[src/rtl/reg_bus_master.sv]
// reg_bus_master: register-bus initiator between a host command bridge and
// the regfile_* access bus. Accepts WRITE/READ/POLL commands and returns
// exactly one response (data + status) per accepted command.
//
// Ports:
//   clk, rst         clock, synchronous active-high reset
//   cmd_*            command stream (valid/ready, op, addr, data, mask)
//   rsp_*            response stream (valid/ready, data, status)
//   bus_*            regfile access bus (wr_en, rd_en, addr, write/read data)
//   busy             high whenever the FSM is not idle
module reg_bus_master #(
  parameter int unsigned RD_LATENCY = 0,
  parameter int unsigned POLL_GAP   = 4,
  parameter int unsigned POLL_MAX   = 1024
) (
  input  logic        clk,
  input  logic        rst,
  input  logic        cmd_valid,
  output logic        cmd_ready,
  input  logic [1:0]  cmd_op,
  input  logic [13:0] cmd_addr,
  input  logic [15:0] cmd_data,
  input  logic [15:0] cmd_mask,
  output logic        rsp_valid,
  input  logic        rsp_ready,
  output logic [15:0] rsp_data,
  output logic [1:0]  rsp_status,
  output logic        bus_wr_en,
  output logic        bus_rd_en,
  output logic [13:0] bus_addr,
  output logic [15:0] bus_write_data,
  input  logic [15:0] bus_read_data,
  output logic        busy
);

  localparam int unsigned CNT_W    = $clog2(POLL_MAX + 1);
  localparam int unsigned WAIT_MAX = (RD_LATENCY > POLL_GAP) ? RD_LATENCY : POLL_GAP;
  localparam int unsigned WAIT_W   = (WAIT_MAX > 1) ? $clog2(WAIT_MAX) : 1;

  typedef enum logic [2:0] {
    S_IDLE, S_WR, S_RD, S_RDWAIT, S_GAP, S_RESP
  } state_t;

  typedef enum logic [1:0] {
    OP_WRITE = 2'd0, OP_READ = 2'd1, OP_POLL = 2'd2, OP_ILLEGAL = 2'd3
  } op_t;

  typedef enum logic [1:0] {
    ST_OK = 2'd0, ST_TIMEOUT = 2'd1, ST_ILLEGAL = 2'd2
  } status_t;

  state_t             state_q, state_d;
  op_t                op_q, op_d;
  logic [15:0]        exp_q, exp_d;
  logic [15:0]        mask_q, mask_d;
  logic [CNT_W-1:0]   rd_cnt_q, rd_cnt_d;
  logic [WAIT_W-1:0]  wait_q, wait_d;
  logic               ready_q, ready_d;
  logic               rsp_valid_q, rsp_valid_d;
  logic [15:0]        rsp_data_q, rsp_data_d;
  status_t            rsp_status_q, rsp_status_d;
  logic               wr_en_q, wr_en_d;
  logic               rd_en_q, rd_en_d;
  logic [13:0]        addr_q, addr_d;
  logic [15:0]        wdata_q, wdata_d;
  logic               busy_q, busy_d;

  logic               sample;
  logic [CNT_W-1:0]   reads_now;

  always_comb begin
    state_d      = state_q;
    op_d         = op_q;
    exp_d        = exp_q;
    mask_d       = mask_q;
    rd_cnt_d     = rd_cnt_q;
    wait_d       = wait_q;
    rsp_data_d   = rsp_data_q;
    rsp_status_d = rsp_status_q;
    addr_d       = addr_q;
    wdata_d      = wdata_q;
    sample       = 1'b0;
    reads_now    = rd_cnt_q;

    unique case (state_q)
      S_IDLE: begin
        if (cmd_valid) begin
          op_d     = op_t'(cmd_op);
          exp_d    = cmd_data;
          mask_d   = cmd_mask;
          rd_cnt_d = '0;
          unique case (op_t'(cmd_op))
            OP_WRITE: begin
              state_d = S_WR;
              addr_d  = cmd_addr;
              wdata_d = cmd_data;
            end
            OP_READ, OP_POLL: begin
              state_d = S_RD;
              addr_d  = cmd_addr;
            end
            default: begin
              state_d      = S_RESP;
              rsp_data_d   = '0;
              rsp_status_d = ST_ILLEGAL;
            end
          endcase
        end
      end
      S_WR: begin
        state_d      = S_RESP;
        rsp_data_d   = '0;
        rsp_status_d = ST_OK;
      end
      S_RD: begin
        rd_cnt_d  = rd_cnt_q + 1'b1;
        reads_now = rd_cnt_d;
        if (RD_LATENCY == 0) begin
          sample = 1'b1;
        end else begin
          state_d = S_RDWAIT;
          wait_d  = WAIT_W'(RD_LATENCY - 1);
        end
      end
      S_RDWAIT: begin
        if (wait_q == '0) sample = 1'b1;
        else              wait_d = wait_q - 1'b1;
      end
      S_GAP: begin
        if (wait_q == '0) state_d = S_RD;
        else              wait_d  = wait_q - 1'b1;
      end
      S_RESP: begin
        if (rsp_ready) state_d = S_IDLE;
      end
      default: state_d = S_IDLE;
    endcase

    // reads_now already includes the read being sampled, so the timeout
    // fires on the POLL_MAX-th sample rather than one read later.
    if (sample) begin
      if (op_q != OP_POLL || ((bus_read_data ^ exp_q) & mask_q) == '0) begin
        state_d      = S_RESP;
        rsp_data_d   = bus_read_data;
        rsp_status_d = ST_OK;
      end else if (reads_now == CNT_W'(POLL_MAX)) begin
        state_d      = S_RESP;
        rsp_data_d   = bus_read_data;
        rsp_status_d = ST_TIMEOUT;
      end else if (POLL_GAP == 0) begin
        state_d = S_RD;
      end else begin
        state_d = S_GAP;
        wait_d  = WAIT_W'(POLL_GAP - 1);
      end
    end

    ready_d     = (state_d == S_IDLE);
    busy_d      = (state_d != S_IDLE);
    wr_en_d     = (state_d == S_WR);
    rd_en_d     = (state_d == S_RD);
    rsp_valid_d = (state_d == S_RESP);
  end

  always_ff @(posedge clk) begin
    if (rst) begin
      state_q      <= S_IDLE;
      op_q         <= OP_WRITE;
      exp_q        <= '0;
      mask_q       <= '0;
      rd_cnt_q     <= '0;
      wait_q       <= '0;
      ready_q      <= 1'b1;
      rsp_valid_q  <= 1'b0;
      rsp_data_q   <= '0;
      rsp_status_q <= ST_OK;
      wr_en_q      <= 1'b0;
      rd_en_q      <= 1'b0;
      addr_q       <= '0;
      wdata_q      <= '0;
      busy_q       <= 1'b0;
    end else begin
      state_q      <= state_d;
      op_q         <= op_d;
      exp_q        <= exp_d;
      mask_q       <= mask_d;
      rd_cnt_q     <= rd_cnt_d;
      wait_q       <= wait_d;
      ready_q      <= ready_d;
      rsp_valid_q  <= rsp_valid_d;
      rsp_data_q   <= rsp_data_d;
      rsp_status_q <= rsp_status_d;
      wr_en_q      <= wr_en_d;
      rd_en_q      <= rd_en_d;
      addr_q       <= addr_d;
      wdata_q      <= wdata_d;
      busy_q       <= busy_d;
    end
  end

  // ready_q is set by reset so cmd_ready rises in the first cycle after rst
  // falls; the rst gate keeps it low while reset is held.
  assign cmd_ready      = ready_q & ~rst;
  assign rsp_valid      = rsp_valid_q;
  assign rsp_data       = rsp_data_q;
  assign rsp_status     = rsp_status_q;
  assign bus_wr_en      = wr_en_q;
  assign bus_rd_en      = rd_en_q;
  assign bus_addr       = addr_q;
  assign bus_write_data = wdata_q;
  assign busy           = busy_q;

endmodule

[config.mk]
export PLATFORM = sky130hd
export DESIGN_NAME = reg_bus_master
export DESIGN_NICKNAME = d
export VERILOG_FILES = /design/src/rtl/reg_bus_master.sv
export SDC_FILE = /design/constraint.sdc
export NUM_CORES = 1
export LEC_CHECK = 0
export ABC_CLOCK_PERIOD_IN_PS = 3450
export BUFFER_PORTS_ARGS = -buffer_cell sky130_fd_sc_hd__buf_2
export CORE_MARGIN = 2
export CORE_UTILIZATION = 40
export CTS_CLUSTER_DIAMETER = 100
export DETAILED_ROUTE_END_ITERATION = 6
export GPL_ROUTABILITY_DRIVEN = 0
export GPL_TIMING_DRIVEN = 0
export PLACE_DENSITY_LB_ADDON = 0.08
export SYNTH_ARGS = -nofsm -noshare
export SYNTH_HDL_FRONTEND = slang
export SYNTH_SLANG_ARGS = --single-unit
export TNS_END_PERCENT = 20
[constraint.sdc]
create_clock -name clk -period 3.45 [get_ports clk]
set_input_delay 0.345 -clock clk [delete_from_list [all_inputs] [get_ports clk]]
set_output_delay 0.345 -clock clk [all_outputs]
set_load 0.02 [all_outputs]
==> impl_metrics.tcl <==
set metrics [dict create \
    cp_cell_sequence "buf_6 > or3b_4 > inv_2 > buf_4 > ha_1 > nor2b_1 > o2111ai_1 > or4b_4 > a221oi_4 > o21ai_1 > buf_6 > a2111oi_4" \
    critPathLaunchType "register" \
    multi_input_area_sq_mm 0.002176 \
    syn_area_sq_mm 0.004409 \
    die_w_um 109.0 \
    initial_core_util_pct 40.85 \
    fin_tns_setup_ps 0 \
    rows 38 \
    hold_path.class "input pin to register" \
    grt_max_degree 19 \
    totalWireLength_um 11920 \
    drt-initial-drc-count 275 \
    cts_tree "done" \
    grt_pass1_vias 3763 \
    rr_worst_depth 12 \
    rsz0062_at_grt "no" \
    postPlaceCellArea_sq_mm 0.005185 \
    route.vias.total 4204 \
    relSlewSlack_pct 36.79 \
    clock-sinks 103 \
    critical_path_class "register to register" \
    status "completed" \
    cts-hold-fix-buffers 0 \
    synth_nets 628 \
    whs_ps 205.8 \
    clkLatencyLatePin_ps 370 \
    pwr_density_cell_mw_per_mm2 564.0 \
    slew_viol_final 0 \
    cts_made_buffers 9 \
    grt_use_total_pct 20.04 \
    ios 121 \
    worstPathArrival_ps 3600 \
    diodes 0 \
    dp_hpwl_um 9060 \
    drv_cap 0 \
    period_share_pct 96.33 \
    peakVddDrop_v 0.0002693 \
    leakage_uw 0.002348 \
    drc_errors 0 \
    synthFlopType "dfxtp_1" \
    yosys_warnings 0 \
    cp-end-kind "register" \
    synth.avg_cell_area_sq_um 7.930 \
    fin_cells 832 \
    critPathRequiredTime_ps 3730 \
    final-seq-area_sq_mm 0.002063 \
    worstPathMaxFanout 10 \
    period_needed_ps 3323 \
    wire_per_inst_um 14.33 \
    cts.clk_slew.worst_paths_ps 100 \
    fin_skew_ps 9.489 \
    dp.cells 816 \
    synth_edf_count 0 \
    max-clock-path-buffers 2 \
    max_freq_mhz 300.9 \
    grt_antenna_before_repair 0 \
    drive_gt1_share_pct 21.68 \
    die_h_um 109.0 \
    grt_pass1_wl_um 18600 \
    drt_first_pass_iters 4 \
    cts.htree.levels 3 \
    ys_ff_latch 103 \
    syn2layout_area_growth_pct 23.18 \
    setup_viol 0 \
    tightest_slew_ps 942.5 \
    grt-ovfl-total 0 \
    async_flop_share_pct 0 \
    io_buffers 120 \
    crit_path_frequent_cell "buf_6" \
    yosysUniqueCellTypes 48 \
    synth_cells 556 \
    fin_nets 759 \
    yosysSeqAreaShare_pct 46.77 \
    finalHoldViolCount 0 \
    drt.antenna.violating_nets 0 \
    design_area_sq_mm 0.005431 \
    vias_per_cell 5.053 \
    cp_slowest_cell "or4b_4" \
    slowest_delay_ps 570 \
    hold-path-cell-count 3 \
    root_buffer "clkbuf_8" \
    fillCellCount 1074 \
    die_area_sq_mm 0.01188 \
    core_area_sq_mm 0.01079 \
]
path summary, 6_finish.rpt:
check	end	startpoint	slack [ps]
hold / removal	mask_q[11]	cmd_mask[11]	210
setup / recovery	rsp_valid	state_q[2]	130
setup reg to reg	rsp_valid	state_q[2]	130
hold reg to reg	bus_addr[4]	bus_addr[4]	460
cells in the final DEF (no fill, tap or decap), types with 3 or more instances in the layout:
cell type and instances:
nor2b_1 4, a22oi_1 10, o21a_1 3, ha_1 4, a21oi_1 83, dfxtp_1 102
a211oi_1 3, clkbuf_1 32, nand3_1 4, nand4_1 5, xor2_1 16, nand2_1 172
a311oi_1 3, nor3_1 6, buf_2 122, clkbuf_8 9, mux2i_1 16, a31oi_1 4
nor4_1 5, nor2_1 26, and3_1 3, inv_6 3, o21ai_0 12, inv_1 6
xnor2_1 3
power breakdown:
| part | switching [uW] | internal, uW | leakage (uW) |
|---|---|---|---|
| clock network | 442 | 418 | 0.000111 |
| logic | 527 | 284 | 0.00140 |
| registers | 73.1 | 1320 | 0.000839 |
registers in the layout (all words and copies together) (netlist names), 3 cells and up:
name            flops
rsp_data           16
bus_write_data     16
exp_q              16
state_q             3
mask_q             16
rd_cnt_q           11
bus_addr           14
area by class of cell:
cell class / count / share of cell area (%)
multi-input cells: 408 / 40.06
flip-flops and latches: 103 / 37.99
repair buffers: 120 / 11.06
well taps: 140 / 3.225
plain buffers: 37 / 2.949
clock buffers: 9 / 2.281
clock inverters: 7 / 1.889
inverters: 8 / 0.5529
per-layer routing:
metal | vias up | wire length (um) | track usage, % | part of all wire (%)
li1 | 2141 | - | - | -
met5 | - | 0 | 0 | 0
met1 | 1933 | 5864 | 29.48 | 49
met3 | 10 | 649 | 4.184 | 5.4
met4 | 0 | 104 | 4.945 | 0.87
met2 | 120 | 5302 | 29.81 | 44
synthesized netlist by cell type (4+ instances only):
| cell type | instances | area [sq um] |
|---|---|---|
| a31oi_1 | 4 | 25.02 |
| nand3_1 | 4 | 20.02 |
| nor3_1 | 6 | 30.03 |
| clkbuf_1 | 33 | 123.9 |
| nor2b_1 | 4 | 25.02 |
| a22oi_1 | 10 | 75.07 |
| inv_1 | 6 | 22.52 |
| a21oi_1 | 83 | 415.4 |
| o21ai_0 | 12 | 60.06 |
| nand2_1 | 172 | 645.6 |
| nor2_1 | 26 | 97.59 |
| nor4_1 | 5 | 31.28 |
| nand4_1 | 5 | 31.28 |
| xor2_1 | 16 | 140.1 |
| mux2i_1 | 16 | 160.2 |
| ha_1 | 4 | 50.05 |
| dfxtp_1 | 103 | 2062 |
critical path: cells and delay by family (launching register included):
kind / cells / cell delay, ps
simple gates: 3 / 1150
fa+ha+maj: 1 / 180
compound gates: 4 / 1010
buf+inv: 4 / 580
flops: 1 / 320
repair_timing:
action,CTS,global route
pin swaps,0,1
gates resized for setup,1,6
endpoints found under the hold margin,0,0
buffers inserted,0,0
endpoints found under the setup margin,11,11
stage by stage:
| step | utilization, % | setup WS [ps] | total power (uW) |
|---|---|---|---|
| after floorplan | - | 410.1 | 1959 |
| after CTS | 50.15 | 39.17 | 3080 |
| after detailed placement | 48.04 | -94.06 | 2225 |
| final | 50.32 | 126.6 | 3063 |
| after global routing | 50.32 | 11.85 | 3249 |
| after global placement | 48.04 | -66.08 | 2205 |
cells by family (layout without fill, tap and decap cells):
logic type,count (synthesis),after routing,share of synthesized area (%)
AND/OR/NAND/NOR,241,241,23.30
AO/OA/AOI/OAI,128,128,17.17
flip-flops,103,103,46.77
buffers and inverters,45,181,4.228
XOR/XNOR,19,19,3.774
multiplexers,16,16,3.632
adder cells (fa/ha/maj),4,4,1.135
Note: power is estimated with default switching activity, not from simulation.
